$ cat config.mk
export PLATFORM = sky130hd
export DESIGN_NAME = uart_rx_core
export DESIGN_NICKNAME = d
export VERILOG_FILES = /design/src/rtl/uart_rx_core.sv
export SDC_FILE = /design/constraint.sdc
export NUM_CORES = 1
export LEC_CHECK = 0
export ABC_AREA = 0
export BUFFER_PORTS_ARGS = -buffer_cell sky130_fd_sc_hd__buf_2
export CAP_MARGIN = 10
export CORE_UTILIZATION = 23
export CTS_BUF_LIST = sky130_fd_sc_hd__clkbuf_8
export CTS_CLUSTER_SIZE = 40
export DETAILED_ROUTE_END_ITERATION = 8
export SYNTH_ARGS = -nofsm -noshare
export SYNTH_HDL_FRONTEND = slang
export SYNTH_SLANG_ARGS = --single-unit
$ cat constraint.sdc
create_clock -name clk -period 2.71 [get_ports clk]
set_clock_uncertainty 0.15 [all_clocks]
set_input_delay 0.4065 -clock clk [delete_from_list [all_inputs] [get_ports clk]]
set_output_delay 0.4065 -clock clk [all_outputs]
set_load 0.005 [all_outputs]
$ cat src/rtl/uart_rx_core.sv
// 16x-oversampling UART receiver with a valid/ready holding register.
// Optional parity checking is compiled in when UART_RX_PARITY_EN is defined.
module uart_rx_core #(
    parameter int DATA_BITS = 8,
    parameter int DIV_W     = 16
) (
    input  logic                 clk,
    input  logic                 rst_n,
    input  logic [DIV_W-1:0]     baud_div,
    input  logic                 parity_en,
    input  logic                 parity_odd,
    input  logic                 rxd,
    output logic [DATA_BITS-1:0] rx_data,
    output logic                 rx_valid,
    input  logic                 rx_ready,
    output logic                 frame_err,
    output logic                 parity_err,
    output logic                 overrun_err
);

    typedef enum logic [2:0] {
        S_IDLE   = 3'd0,
        S_START  = 3'd1,
        S_DATA   = 3'd2,
        S_PARITY = 3'd3,
        S_STOP   = 3'd4,
        S_BRK    = 3'd5
    } state_t;

    localparam logic [DIV_W-1:0] DIV_ONE   = DIV_W'(1);
    localparam logic [2:0]       BIDX_LAST = 3'(DATA_BITS - 1);

    logic                 rx_meta_q, rxs_q, rxs_prev_q;
    logic [DIV_W-1:0]     div_cnt_q;
    logic [DIV_W-1:0]     dmax_s;
    logic                 tick_s;
    state_t               state_q, state_d;
    logic [3:0]           sc_q, sc_d;
    logic [2:0]           bit_idx_q, bit_idx_d;
    logic [DATA_BITS-1:0] shift_q, shift_d;
    logic                 perr_q, perr_d;
    logic                 complete_s, ferr_s, sample_s;
    logic [DATA_BITS-1:0] rx_data_q, rx_data_d;
    logic                 rx_valid_q, rx_valid_d;
    logic                 frame_err_q, frame_err_d;
    logic                 parity_err_q, parity_err_d;
    logic                 overrun_q, overrun_d;

`ifndef UART_RX_PARITY_EN
    logic unused_cfg_s;
    assign unused_cfg_s = parity_en ^ parity_odd;
`endif

    // A divisor of 0 behaves as 1; >= keeps the counter sane if the divisor shrinks.
    assign dmax_s   = (baud_div == {DIV_W{1'b0}}) ? DIV_ONE : baud_div;
    assign tick_s   = (div_cnt_q >= (dmax_s - DIV_ONE));
    assign sample_s = tick_s && (sc_q == 4'd15);

    // Input synchronizer and free-running oversample tick counter.
    always_ff @(posedge clk or negedge rst_n) begin
        if (!rst_n) begin
            rx_meta_q  <= 1'b1;
            rxs_q      <= 1'b1;
            rxs_prev_q <= 1'b1;
            div_cnt_q  <= {DIV_W{1'b0}};
        end else begin
            rx_meta_q  <= rxd;
            rxs_q      <= rx_meta_q;
            rxs_prev_q <= rxs_q;
            div_cnt_q  <= tick_s ? {DIV_W{1'b0}} : (div_cnt_q + DIV_ONE);
        end
    end

    // Frame decoder next-state logic.
    always_comb begin
        state_d    = state_q;
        sc_d       = tick_s ? (sc_q + 4'd1) : sc_q;
        bit_idx_d  = bit_idx_q;
        shift_d    = shift_q;
        perr_d     = perr_q;
        complete_s = 1'b0;
        ferr_s     = 1'b0;
        case (state_q)
            S_IDLE: begin
                if (rxs_prev_q && !rxs_q) begin
                    sc_d    = 4'd0;
                    state_d = S_START;
                end else begin
                    state_d = S_IDLE;
                end
            end
            S_START: begin
                if (tick_s && (sc_q == 4'd7)) begin
                    if (!rxs_q) begin
                        sc_d      = 4'd0;
                        bit_idx_d = 3'd0;
                        state_d   = S_DATA;
                    end else begin
                        state_d = S_IDLE;
                    end
                end else begin
                    state_d = S_START;
                end
            end
            S_DATA: begin
                if (sample_s) begin
                    shift_d = {rxs_q, shift_q[DATA_BITS-1:1]};
                    if (bit_idx_q == BIDX_LAST) begin
                        bit_idx_d = 3'd0;
                        perr_d    = 1'b0;
`ifdef UART_RX_PARITY_EN
                        state_d   = parity_en ? S_PARITY : S_STOP;
`else
                        state_d   = S_STOP;
`endif
                    end else begin
                        bit_idx_d = bit_idx_q + 3'd1;
                    end
                end else begin
                    state_d = S_DATA;
                end
            end
`ifdef UART_RX_PARITY_EN
            S_PARITY: begin
                if (sample_s) begin
                    perr_d  = rxs_q ^ (^shift_q) ^ parity_odd;
                    state_d = S_STOP;
                end else begin
                    state_d = S_PARITY;
                end
            end
`endif
            S_STOP: begin
                if (sample_s) begin
                    complete_s = 1'b1;
                    ferr_s     = !rxs_q;
                    state_d    = rxs_q ? S_IDLE : S_BRK;
                end else begin
                    state_d = S_STOP;
                end
            end
            S_BRK: begin
                if (rxs_q) begin
                    state_d = S_IDLE;
                end else begin
                    state_d = S_BRK;
                end
            end
            default: begin
                state_d = S_IDLE;
            end
        endcase
    end

    // Frame decoder registers.
    always_ff @(posedge clk or negedge rst_n) begin
        if (!rst_n) begin
            state_q   <= S_IDLE;
            sc_q      <= 4'd0;
            bit_idx_q <= 3'd0;
            shift_q   <= {DATA_BITS{1'b0}};
            perr_q    <= 1'b0;
        end else begin
            state_q   <= state_d;
            sc_q      <= sc_d;
            bit_idx_q <= bit_idx_d;
            shift_q   <= shift_d;
            perr_q    <= perr_d;
        end
    end

    // Holding register: accept a new word unless an unconsumed one is still held.
    always_comb begin
        rx_data_d    = rx_data_q;
        rx_valid_d   = rx_valid_q;
        frame_err_d  = frame_err_q;
        parity_err_d = parity_err_q;
        overrun_d    = 1'b0;
        if (complete_s) begin
            if (!rx_valid_q || rx_ready) begin
                rx_data_d    = shift_q;
                rx_valid_d   = 1'b1;
                frame_err_d  = ferr_s;
                parity_err_d = perr_q;
            end else begin
                overrun_d = 1'b1;
            end
        end else if (rx_valid_q && rx_ready) begin
            rx_valid_d = 1'b0;
        end else begin
            rx_valid_d = rx_valid_q;
        end
    end

    // Output registers.
    always_ff @(posedge clk or negedge rst_n) begin
        if (!rst_n) begin
            rx_data_q    <= {DATA_BITS{1'b0}};
            rx_valid_q   <= 1'b0;
            frame_err_q  <= 1'b0;
            parity_err_q <= 1'b0;
            overrun_q    <= 1'b0;
        end else begin
            rx_data_q    <= rx_data_d;
            rx_valid_q   <= rx_valid_d;
            frame_err_q  <= frame_err_d;
            parity_err_q <= parity_err_d;
            overrun_q    <= overrun_d;
        end
    end

    assign rx_data     = rx_data_q;
    assign rx_valid    = rx_valid_q;
    assign frame_err   = frame_err_q;
    assign parity_err  = parity_err_q;
    assign overrun_err = overrun_q;

endmodule

==> flow_summary.ini <==
[synth]
synth_area_per_cell_um2 = 10.43
yosysWarnings = 0
synthArstFlopShare = 1.000
yosysUniqueCellTypes = 47
synth_flop_cell = dfrtp_1
yosys_register_bits = 48
syn_area_mm2 = 0.002763
ys_seq_area_frac = 0.4361
syn_inst = 265
syn-num-nets = 308
synth_edf_count = 0

[timing]
min_period_ns = 4.208
relSlewSlack = 0.6308
finalHoldViolations = 0
rsz0062_at_grt = true
setup_viol = 45
slew_violations = 0
timing.hold.ws_ns = 0.05571
period_share = 1.553
worst_slew_pin_slew_ns = 0.5538
finalWorstSetupSlack_ns = -1.498
timing.fmax_mhz = 237.7

[routing]
first_pass_iters = 6
ant_nets = 0
totalWireLength_um = 6279
route.detailed.drc = 10
wire_per_inst_um = 12.61
viasPerCell = 4.408
via_count = 2195
drt_iter0_drc = 98

[floorplanning]
die_area_mm2 = 0.01245
die_h_um = 111.6
die_w_um = 111.6
placementRows = 39
ios = 34
start_util = 0.2389
coreArea_mm2 = 0.01156

[layout]
fin_nets = 397
antenna_cells = 0
final_cell_mix = 47 x buf_4, 45 x dfrtp_1, 29 x buf_2
area_growth_syn_to_layout_pct = 45.56
drive_gt1_frac = 0.4394
final_area_mm2 = 0.004021
final_common_cell = buf_4
fillers = 1157

[outcome]
violations = design-rule violations, negative setup slack
outcome = complete, but fails checks

[global_route]
antenna_found_initial = 0
grtUsageTotal = 0.09861
grt_pass1_wl_um = 10070
overflow = 0
first_global_vias = 2155
grt_start_max_net_pins = 26

[worst_setup_path]
worstPathMaxFanout = 5
worst_ep_required_time_ns = 2.75
end_kind = flop
critPathKind = input pin to flop
critPathSlowestCell = or4_4
cp.arrival_ns = 4.24
worst_setup_path_start_kind = input pin
crit_buf_inv = 3
slowest_delay_ns = 0.54
crit_family = simple AND/OR/NAND/NOR gates
r2r-start = div_cnt_q[0]$_DFF_PN0_
path_cells = buf_6, or4_4, nor4_4, and3_4, a21oi_4, ha_4, nand2b_4, nor4_4, nand2b_1, buf_4, nor2_2, xnor2_1, ha_1, nand2_1, nor3_2, or4b_4, o211ai_4, nor3b_4, buf_6, mux2_4
cp-startpoint = baud_div[7]

[cts]
cts_tree = built
htreeDepth = 2
clock_latency_ns = 0.29
cts_max_path_buffers = 2
clkTransAtPathRegs_ns = 0.09
cts_root_buf = clkbuf_8
numCtsBuffers = 5
cts.sinks = 48

[min_path]
min-delay-start = rxd
hold_path_class = input pin to flop

[placed_design]
placed_area_mm2 = 0.003364
gp_congestion = 0.7872
dpl.hpwl_um = 4135
portBuffers = 30

[pwr]
powerDensity_mw_per_mm2 = 430.9
peakVddDrop_v = 0.0003636
p_leak_nw = 1.912

[flow_run]
maxCapViolCount = 0
-- through the flow --
| stage | total power (W) | instances | setup WS, ns | TNS [ns] | util |
|---|---|---|---|---|---|
| detailed placement | 0.001160 | 467 | -1.804 | -72.90 | 0.2909 |
| floorplan | 0.001017 | 265 | -1.486 | -59.12 | - |
| global placement | 0.001147 | 467 | -1.731 | -70.21 | 0.2909 |
| global route | 0.001839 | 498 | -1.681 | -69.38 | 0.3477 |
| CTS | 0.001676 | 492 | -1.442 | -58.05 | 0.3223 |
| finish | 0.001733 | 498 | -1.498 | -61.39 | 0.3477 |
-- final cells by class --
cell class                      count  area, µm²  share of cell area
Sequential cell                    48       1205              0.2996
Multi-Input combinational cell    201       1788              0.4446
Inverter                            7      26.28            0.006534
Clock buffer                        5      68.82             0.01711
Tap cell                          143      178.9             0.04449
Timing Repair Buffer               91      715.7              0.1780
Clock inverter                      3      38.79            0.009645
-- timing repair --
item / 4_1_cts / 5_1_grt
hold buffers: 1 / 0
setup endpoints to repair: 45 / 45
gates cloned: 3 / 1
buffers inserted: 13 / 7
hold endpoints to repair: 20 / 0
resized for setup: 25 / 56
pin swaps: 7 / 33
-- logic make-up (layout without fill, tap and decap cells) --
group | count (synthesis) | after routing | share of synthesized area
AO/OA/AOI/OAI | 30 | 30 | 0.07428
XOR/XNOR | 27 | 27 | 0.08560
adder cells (fa/ha/maj) | 21 | 21 | 0.09511
buffers and inverters | 16 | 106 | 0.02717
flip-flops | 48 | 48 | 0.4361
multiplexers | 20 | 20 | 0.09239
other | 1 | 1 | 0.001357
AND/OR/NAND/NOR | 102 | 102 | 0.1880
-- metal layers --
metal  up-vias  global-route usage  part of all wire
met5         -                   0                 0
met1      1041              0.1314              0.48
met4         0             0.02432            0.0032
li1       1115                   -                 -
met3         3             0.01688             0.034
met2        36              0.1658              0.48
-- sequential cells by signal, summed over array words and instances, names as in the netlist, 3 cells and up --
register / cells
bit_idx_q: 3
shift_q: 8
rx_data: 8
state_q: 3
sc_q: 4
div_cnt_q: 16
-- synthesized netlist by cell type, types with 3 or more instances --
| master | n | area [µm²] |
|---|---|---|
| dfrtp_1 | 45 | 1126 |
| buf_4 | 3 | 22.52 |
| nor3_1 | 7 | 35.03 |
| buf_2 | 3 | 15.01 |
| dfstp_2 | 3 | 78.83 |
| o21ai_0 | 3 | 15.01 |
| mux2i_1 | 3 | 30.03 |
| mux2_4 | 9 | 135.1 |
| inv_1 | 7 | 26.28 |
| nand2_1 | 15 | 56.30 |
| nand4_1 | 5 | 31.28 |
| nand2b_1 | 4 | 25.02 |
| xnor2_1 | 17 | 148.9 |
| nor2_1 | 34 | 127.6 |
| ha_1 | 21 | 262.8 |
| nor2b_1 | 4 | 25.02 |
| clkbuf_1 | 3 | 11.26 |
| xor2_1 | 10 | 87.58 |
| and3_1 | 5 | 31.28 |
| a21oi_1 | 10 | 50.05 |
| mux2_1 | 8 | 90.09 |
| nand3_1 | 11 | 55.05 |
| nor4_1 | 5 | 31.28 |
-- power breakdown --
group	switching, W	internal (W)
logic	0.000183	0.000204
clock network	0.000227	0.000270
registers	0.0000760	0.000773
-- final timing paths --
kind | end | slack (ns) | depth (start not counted)
max in group asynchronous | sc_q[2]$_DFF_PN0_ | 1.33 | 3
worst max-delay path | shift_q[6]$_DFFE_PN0N_ | -1.50 | 20
min in group asynchronous | rx_data[6]$_DFFE_PN0P_ | 0.48 | 2
worst min register to register | rxs_q$_DFF_PN1_ | 0.21 | 0
worst max register to register | state_q[2]$_DFFE_PN0P_ | -0.01 | 12
worst min-delay path | rx_meta_q$_DFF_PN1_ | 0.06 | 1
Note: power is estimated with default switching activity, not from simulation.
